**config.mk**
```make
export PLATFORM = sky130hd
export DESIGN_NAME = midi_byte_parser
export DESIGN_NICKNAME = d
export VERILOG_FILES = /design/src/rtl/midi_byte_parser.sv
export SDC_FILE = /design/constraint.sdc
export NUM_CORES = 1
export LEC_CHECK = 0
export CAP_MARGIN = 20
export CORE_ASPECT_RATIO = 0.7
export CORE_MARGIN = 2
export CORE_UTILIZATION = 42
export CTS_BUF_LIST = sky130_fd_sc_hd__clkbuf_8 sky130_fd_sc_hd__clkbuf_16
export CTS_CLUSTER_DIAMETER = 200
export CTS_CLUSTER_SIZE = 10
export DETAILED_ROUTE_END_ITERATION = 16
export PLACE_DENSITY = 0.74
export SLEW_MARGIN = 40
export SYNTH_ARGS = -nofsm -noshare
export SYNTH_HDL_FRONTEND = slang
export SYNTH_SLANG_ARGS = --single-unit
```
**constraint.sdc**
```tcl
create_clock -name reg_clk -period 1.4 [get_ports reg_clk]
set_input_delay 0.21 -clock reg_clk [delete_from_list [all_inputs] [get_ports reg_clk]]
set_output_delay 0.21 -clock reg_clk [all_outputs]
set_load 0.005 [all_outputs]
```
**src/rtl/midi_byte_parser.sv**
```systemverilog
// -----------------------------------------------------------------------------
// midi_byte_parser
//   Turns the raw MIDI byte stream from the UART receiver into complete
//   channel and system-common messages, with running-status support. It also
//   separates real-time bytes and sysex payload bytes from the message stream.
//   Every output is registered. A byte that is accepted on a clock edge shows
//   its result from that edge onward, so each strobe is high for exactly one
//   cycle.
//
//   Optional feature: define MIDI_ACTIVE_SENSE_EN to build the active-sense
//   watchdog. Without it, sense_timeout is tied to 0.
//
// Ports:
//   reg_clk        clock, all logic on posedge
//   reset_reg_N    synchronous active-low reset
//   byte_ready     one-cycle strobe, midi_byte valid
//   midi_byte      received byte
//   cur_status     current (running) status byte
//   data1 / data2  data bytes of the last message (data1 also carries sysex payload)
//   msg_valid      one-cycle strobe, message complete
//   rt_valid       one-cycle strobe, real-time byte in rt_byte
//   rt_byte        last real-time byte
//   sysex_valid    one-cycle strobe, sysex payload byte on data1
//   sysex_end      one-cycle strobe, sysex closed by F7 or by another status
//   drop_cnt       saturating count of data bytes dropped while in IDLE
//   sense_timeout  one-cycle strobe, active-sense timeout
// -----------------------------------------------------------------------------
module midi_byte_parser #(
    parameter int DROP_CNT_W    = 8,
    parameter int SENSE_TIMEOUT = 300000
) (
    input  logic                  reg_clk,
    input  logic                  reset_reg_N,
    input  logic                  byte_ready,
    input  logic [7:0]            midi_byte,
    output logic [7:0]            cur_status,
    output logic [6:0]            data1,
    output logic [6:0]            data2,
    output logic                  msg_valid,
    output logic                  rt_valid,
    output logic [7:0]            rt_byte,
    output logic                  sysex_valid,
    output logic                  sysex_end,
    output logic [DROP_CNT_W-1:0] drop_cnt,
    output logic                  sense_timeout
);

    typedef enum logic [1:0] {IDLE, WAIT_D1, WAIT_D2, SYSEX} state_t;

    state_t                state, state_nxt;
    logic [7:0]            status_nxt, rt_byte_nxt;
    logic [6:0]            d1_nxt, d2_nxt;
    logic [DROP_CNT_W-1:0] drop_nxt;
    logic                  msg_nxt, rt_nxt, sx_nxt, sxe_nxt;

    // Statuses that carry a single data byte: program change, channel
    // pressure, MTC quarter frame and song select.
    function automatic logic one_data(input logic [7:0] s);
        return (s[7:4] == 4'hC) || (s[7:4] == 4'hD) || (s == 8'hF1) || (s == 8'hF3);
    endfunction

`ifdef MIDI_ACTIVE_SENSE_EN
    localparam int CNT_W = (SENSE_TIMEOUT > 1) ? $clog2(SENSE_TIMEOUT) : 1;
    logic [CNT_W-1:0] sense_cnt;
    logic             sense_armed;
    logic             sense_hit;

    // Any received byte restarts the count, so the timeout can only fire
    // on a cycle with no byte.
    assign sense_hit = sense_armed && !byte_ready &&
                       (sense_cnt == CNT_W'(SENSE_TIMEOUT - 1));

    always_ff @(posedge reg_clk) begin
        if (!reset_reg_N) begin
            sense_cnt     <= '0;
            sense_armed   <= 1'b0;
            sense_timeout <= 1'b0;
        end else begin
            sense_timeout <= sense_hit;
            if (byte_ready) begin
                sense_cnt <= '0;
                if (midi_byte == 8'hFE) sense_armed <= 1'b1;
            end else if (sense_hit) begin
                sense_cnt   <= '0;
                sense_armed <= 1'b0;
            end else if (sense_armed) begin
                sense_cnt <= sense_cnt + 1'b1;
            end
        end
    end
`else
    // The timeout parameter is only used when the watchdog is built in.
    logic unused_sense;
    assign unused_sense  = |SENSE_TIMEOUT;
    assign sense_timeout = 1'b0;
`endif

    always_ff @(posedge reg_clk) begin
        if (!reset_reg_N) begin
            state       <= IDLE;
            cur_status  <= '0;
            data1       <= '0;
            data2       <= '0;
            msg_valid   <= 1'b0;
            rt_valid    <= 1'b0;
            rt_byte     <= '0;
            sysex_valid <= 1'b0;
            sysex_end   <= 1'b0;
            drop_cnt    <= '0;
        end else begin
            state       <= state_nxt;
            cur_status  <= status_nxt;
            data1       <= d1_nxt;
            data2       <= d2_nxt;
            msg_valid   <= msg_nxt;
            rt_valid    <= rt_nxt;
            rt_byte     <= rt_byte_nxt;
            sysex_valid <= sx_nxt;
            sysex_end   <= sxe_nxt;
            drop_cnt    <= drop_nxt;
        end
    end

    always_comb begin
        state_nxt   = state;
        status_nxt  = cur_status;
        d1_nxt      = data1;
        d2_nxt      = data2;
        rt_byte_nxt = rt_byte;
        drop_nxt    = drop_cnt;
        msg_nxt     = 1'b0;
        rt_nxt      = 1'b0;
        sx_nxt      = 1'b0;
        sxe_nxt     = 1'b0;

        if (byte_ready) begin
            if (midi_byte >= 8'hF8) begin
                // Real-time bytes pass through and leave the parse state untouched.
                rt_byte_nxt = midi_byte;
                rt_nxt      = 1'b1;
            end else if (midi_byte[7]) begin
                // Any status byte closes an open sysex. The new status is
                // still handled below, so no byte is lost.
                if (state == SYSEX) sxe_nxt = 1'b1;
                if (midi_byte < 8'hF0) begin
                    status_nxt = midi_byte;
                    state_nxt  = WAIT_D1;
                end else begin
                    case (midi_byte[3:0])
                        4'h0: begin
                            status_nxt = midi_byte;
                            state_nxt  = SYSEX;
                        end
                        4'h1, 4'h2, 4'h3: begin
                            status_nxt = midi_byte;
                            state_nxt  = WAIT_D1;
                        end
                        4'h6: begin
                            status_nxt = midi_byte;
                            d1_nxt     = '0;
                            d2_nxt     = '0;
                            msg_nxt    = 1'b1;
                            state_nxt  = IDLE;
                        end
                        4'h4, 4'h5: state_nxt = IDLE;
                        // F7: ends a sysex, otherwise it has no effect.
                        default: if (state == SYSEX) state_nxt = IDLE;
                    endcase
                end
            end else begin
                case (state)
                    IDLE: begin
                        if (drop_cnt != '1) drop_nxt = drop_cnt + 1'b1;
                    end
                    WAIT_D1: begin
                        d1_nxt = midi_byte[6:0];
                        if (one_data(cur_status)) begin
                            d2_nxt    = '0;
                            msg_nxt   = 1'b1;
                            // System common messages do not keep a running status.
                            state_nxt = (cur_status[7:4] == 4'hF) ? IDLE : WAIT_D1;
                        end else begin
                            state_nxt = WAIT_D2;
                        end
                    end
                    WAIT_D2: begin
                        d2_nxt    = midi_byte[6:0];
                        msg_nxt   = 1'b1;
                        state_nxt = (cur_status[7:4] == 4'hF) ? IDLE : WAIT_D1;
                    end
                    SYSEX: begin
                        d1_nxt = midi_byte[6:0];
                        sx_nxt = 1'b1;
                    end
                    default: state_nxt = IDLE;
                endcase
            end
        end

`ifdef MIDI_ACTIVE_SENSE_EN
        if (sense_hit) begin
            state_nxt = IDLE;
            if (state == SYSEX) sxe_nxt = 1'b1;
        end
`endif
    end

endmodule

```
==> results of run 1 <==
-- flip-flops by register name (all words and copies together) (netlist names) --
register	flops
drop_cnt	8
data1	7
rt_valid	1
rt_byte	8
sysex_valid	1
cur_status	8
state	2
data2	7
sysex_end	1
msg_valid	1
-- cell families (layout without fill, tap and decap cells) --
| kind of cell | Yosys count | in the layout | synth area share |
|---|---|---|---|
| flip-flops | 44 | 44 | 0.461 |
| other | 1 | 1 | 0.00196 |
| AND/OR/NAND/NOR | 78 | 78 | 0.198 |
| AO/OA/AOI/OAI | 29 | 29 | 0.116 |
| XOR/XNOR | 6 | 6 | 0.0275 |
| adder cells (fa/ha/maj) | 5 | 5 | 0.0327 |
| buffers and inverters | 19 | 130 | 0.0629 |
| multiplexers | 19 | 19 | 0.0995 |
-- Yosys cell counts (all sizes together) (2+ instances only) --
library cell	instances
xor2	3
clkbuf	6
nor3	6
and2	2
and4	2
a31oi	2
nand4	5
nand3	2
a21oi	9
and3	2
xnor2	3
nor2	33
nand2	20
inv	7
a22o	7
mux2i	19
ha	5
buf	5
o21ai	3
dfxtp	44
-- metrics by stage --
stage                     setup WS, ps   util
after floorplan                  -34.6      -
after global placement            -506  0.643
after detailed placement          -560  0.643
after CTS                         -169  0.685
after global routing              -281  0.720
final                             -195  0.720
-- worst register-to-register path, stage by stage (launching register included) --
cell      delay (ps)
dfxtp_4          370
inv_2             60
ha_2             150
nand3b_1         130
a311o_1          390
or3_1            320
a21oi_1          120
-- layer usage --
layer / part of all wire / track usage / vias up
li1: - / - / 914
met3: 0.067 / 0.0680 / 12
met4: 0.017 / 0.0794 / 0
met5: 0 / 0 / -
met1: 0.44 / 0.279 / 905
met2: 0.48 / 0.393 / 71
-- power by group --
group,leakage [nW],internal [W],switching [W]
Sequential,0.367,0.00128,0.0000206
Clock,0.0548,0.000537,0.000463
Combinational,1.06,0.000233,0.000210
Total,1.48,0.00205,0.000694
-- area by class of cell --
cell class | instances | area (um^2)
clock inverters | 3 | 46.3
flip-flops and latches | 44 | 915
clock buffers | 5 | 68.8
multi-input cells | 138 | 1010
inverters | 8 | 30.0
fillers | 345 | 1220
repair buffers | 114 | 997
well taps | 55 | 68.8
-- final timing paths --
kind | from | endpoint | slack [ps] | cells past startpoint
worst max-delay path | state[0] | drop_cnt[5] | -200 | 6
worst min-delay path | midi_byte[5] | data1[5] | 470 | 3
worst max register to register | state[0] | drop_cnt[5] | -200 | 6
worst min register to register | data2[2] | data2[2] | 470 | 2
-- repair_timing --
action	in CTS	in global routing
cloned	0	0
resized for setup	48	35
endpoints found under the setup margin	58	39
hold buffers	0	0
pin swaps	8	10
setup buffers	5	7
==> impl_metrics.env, run 1 <==
export IMPL_status="finished, violations left"
export IMPL_violations="negative setup slack"
export IMPL_fin_crit_ps=1600
export IMPL_nNetsFinal=327
export IMPL_rsz0062_at_grt="yes"
export IMPL_dp_cells=347
export IMPL_seq_area_frac_synth=0.461
export IMPL_skew_ps=12.5
export IMPL_synth_edf_count=0
export IMPL_remaining_drc_errors=0
export IMPL_diodes=0
export IMPL_synthArstFlopShare=0
export IMPL_coreArea_um2=4350
export IMPL_first_iter_violations=63
export IMPL_whs_ps=466
export IMPL_dieArea_um2=5110
export IMPL_setup_slack_ps=-195
export IMPL_syn2layout_area_growth_pct=64.0
export IMPL_synthTopCellsByArea="dfxtp_1 46%, mux2i_1 10%, nor2_1 6.5%"
export IMPL_antenna_left=0
export IMPL_crit_chain="inv_2, ha_2, nand3b_1, a311o_1, or3_1, a21oi_1"
export IMPL_grt_remaining_overflow=0
export IMPL_cts_tree="built"
export IMPL_die_h_um=60.4
export IMPL_clock_latency_ps=310
export IMPL_setup_viol=20
export IMPL_final_layout_size_suffix_gt1_frac=0.391
export IMPL_synthCells=201
export IMPL_power_total_w=0.00275
export IMPL_wl_um=5650
export IMPL_placed_cell_area_um2=2800
export IMPL_place_hpwl_um=3920
export IMPL_period_share=1.14
export IMPL_io_buffers=52
export IMPL_grt_antenna_before_repair=0
export IMPL_htree_levels=2
export IMPL_yosysWarningCount=0
export IMPL_maxSlewViolCount=0
export IMPL_pin_count=54
export IMPL_wl_per_cell_um=15.4
export IMPL_hold_path_class="in -> reg"
export IMPL_synth_top_area_frac=0.461
export IMPL_vias_per_cell=5.18
export IMPL_synthFlopType="dfxtp_1"
export IMPL_cts_made_buffers=5
export IMPL_critPathSlowestCell="a311o_1"
export IMPL_tns_ps=-2470
export IMPL_synth_area_um2=1910
export IMPL_globalRouteTotalUtil=0.228
export IMPL_crit_arrival_ps=1840
export IMPL_gp_congestion=0.848
export IMPL_start_util=0.439
export IMPL_end_kind="flip-flop"
export IMPL_leakage_nw=1.48
export IMPL_final_cell_mix="57 x buf_4, 30 x nor2_1, 24 x clkdlybuf4s50_1"
export IMPL_power_density_nw_per_um2=877
export IMPL_root_buffer="clkbuf_8"
export IMPL_synth_avg_cell_area_um2=9.51
export IMPL_crit_family="compound AO/OA/AOI/OAI gates"
export IMPL_peakVddDrop_uv=562
export IMPL_stdcell_count=367
export IMPL_hold_violations=0
export IMPL_path_clk_slew_ps=90
export IMPL_grt_pass1_wl_um=9020
export IMPL_syn_nets=217
export IMPL_worstPathRequired_ps=1640
export IMPL_crit_buf_inv=1
export IMPL_critical_path_max_stage_delay_ps=390
export IMPL_rows=20
export IMPL_first_pass_iters=4
export IMPL_cts_sinks=44
export IMPL_maxCapViolCount=0
export IMPL_synth_seq_cells=44
export IMPL_grt_max_degree=16
export IMPL_critPathMaxFanout=3
export IMPL_startpoint_type="flip-flop"
export IMPL_clockBufferDepth=2
export IMPL_yosysTopAreaCell="dfxtp_1"
export IMPL_final_common_cell="buf_4"
export IMPL_fin_area_um2=3130
export IMPL_die_w_um=84.6
export IMPL_crit_type="reg -> reg"
export IMPL_max_freq_mhz=627
export IMPL_synth_cell_type_count=44
export IMPL_grt_pass1_vias=1955
export IMPL_vias=1902
(Power assumes the default switching activity.)
==> run 2: changes to the inputs <==
Settings changed: CTS_CLUSTER_SIZE 10 to 8.
==> results of run 2 <==
Final layout, timing and power as in run 1 (identical DEF).
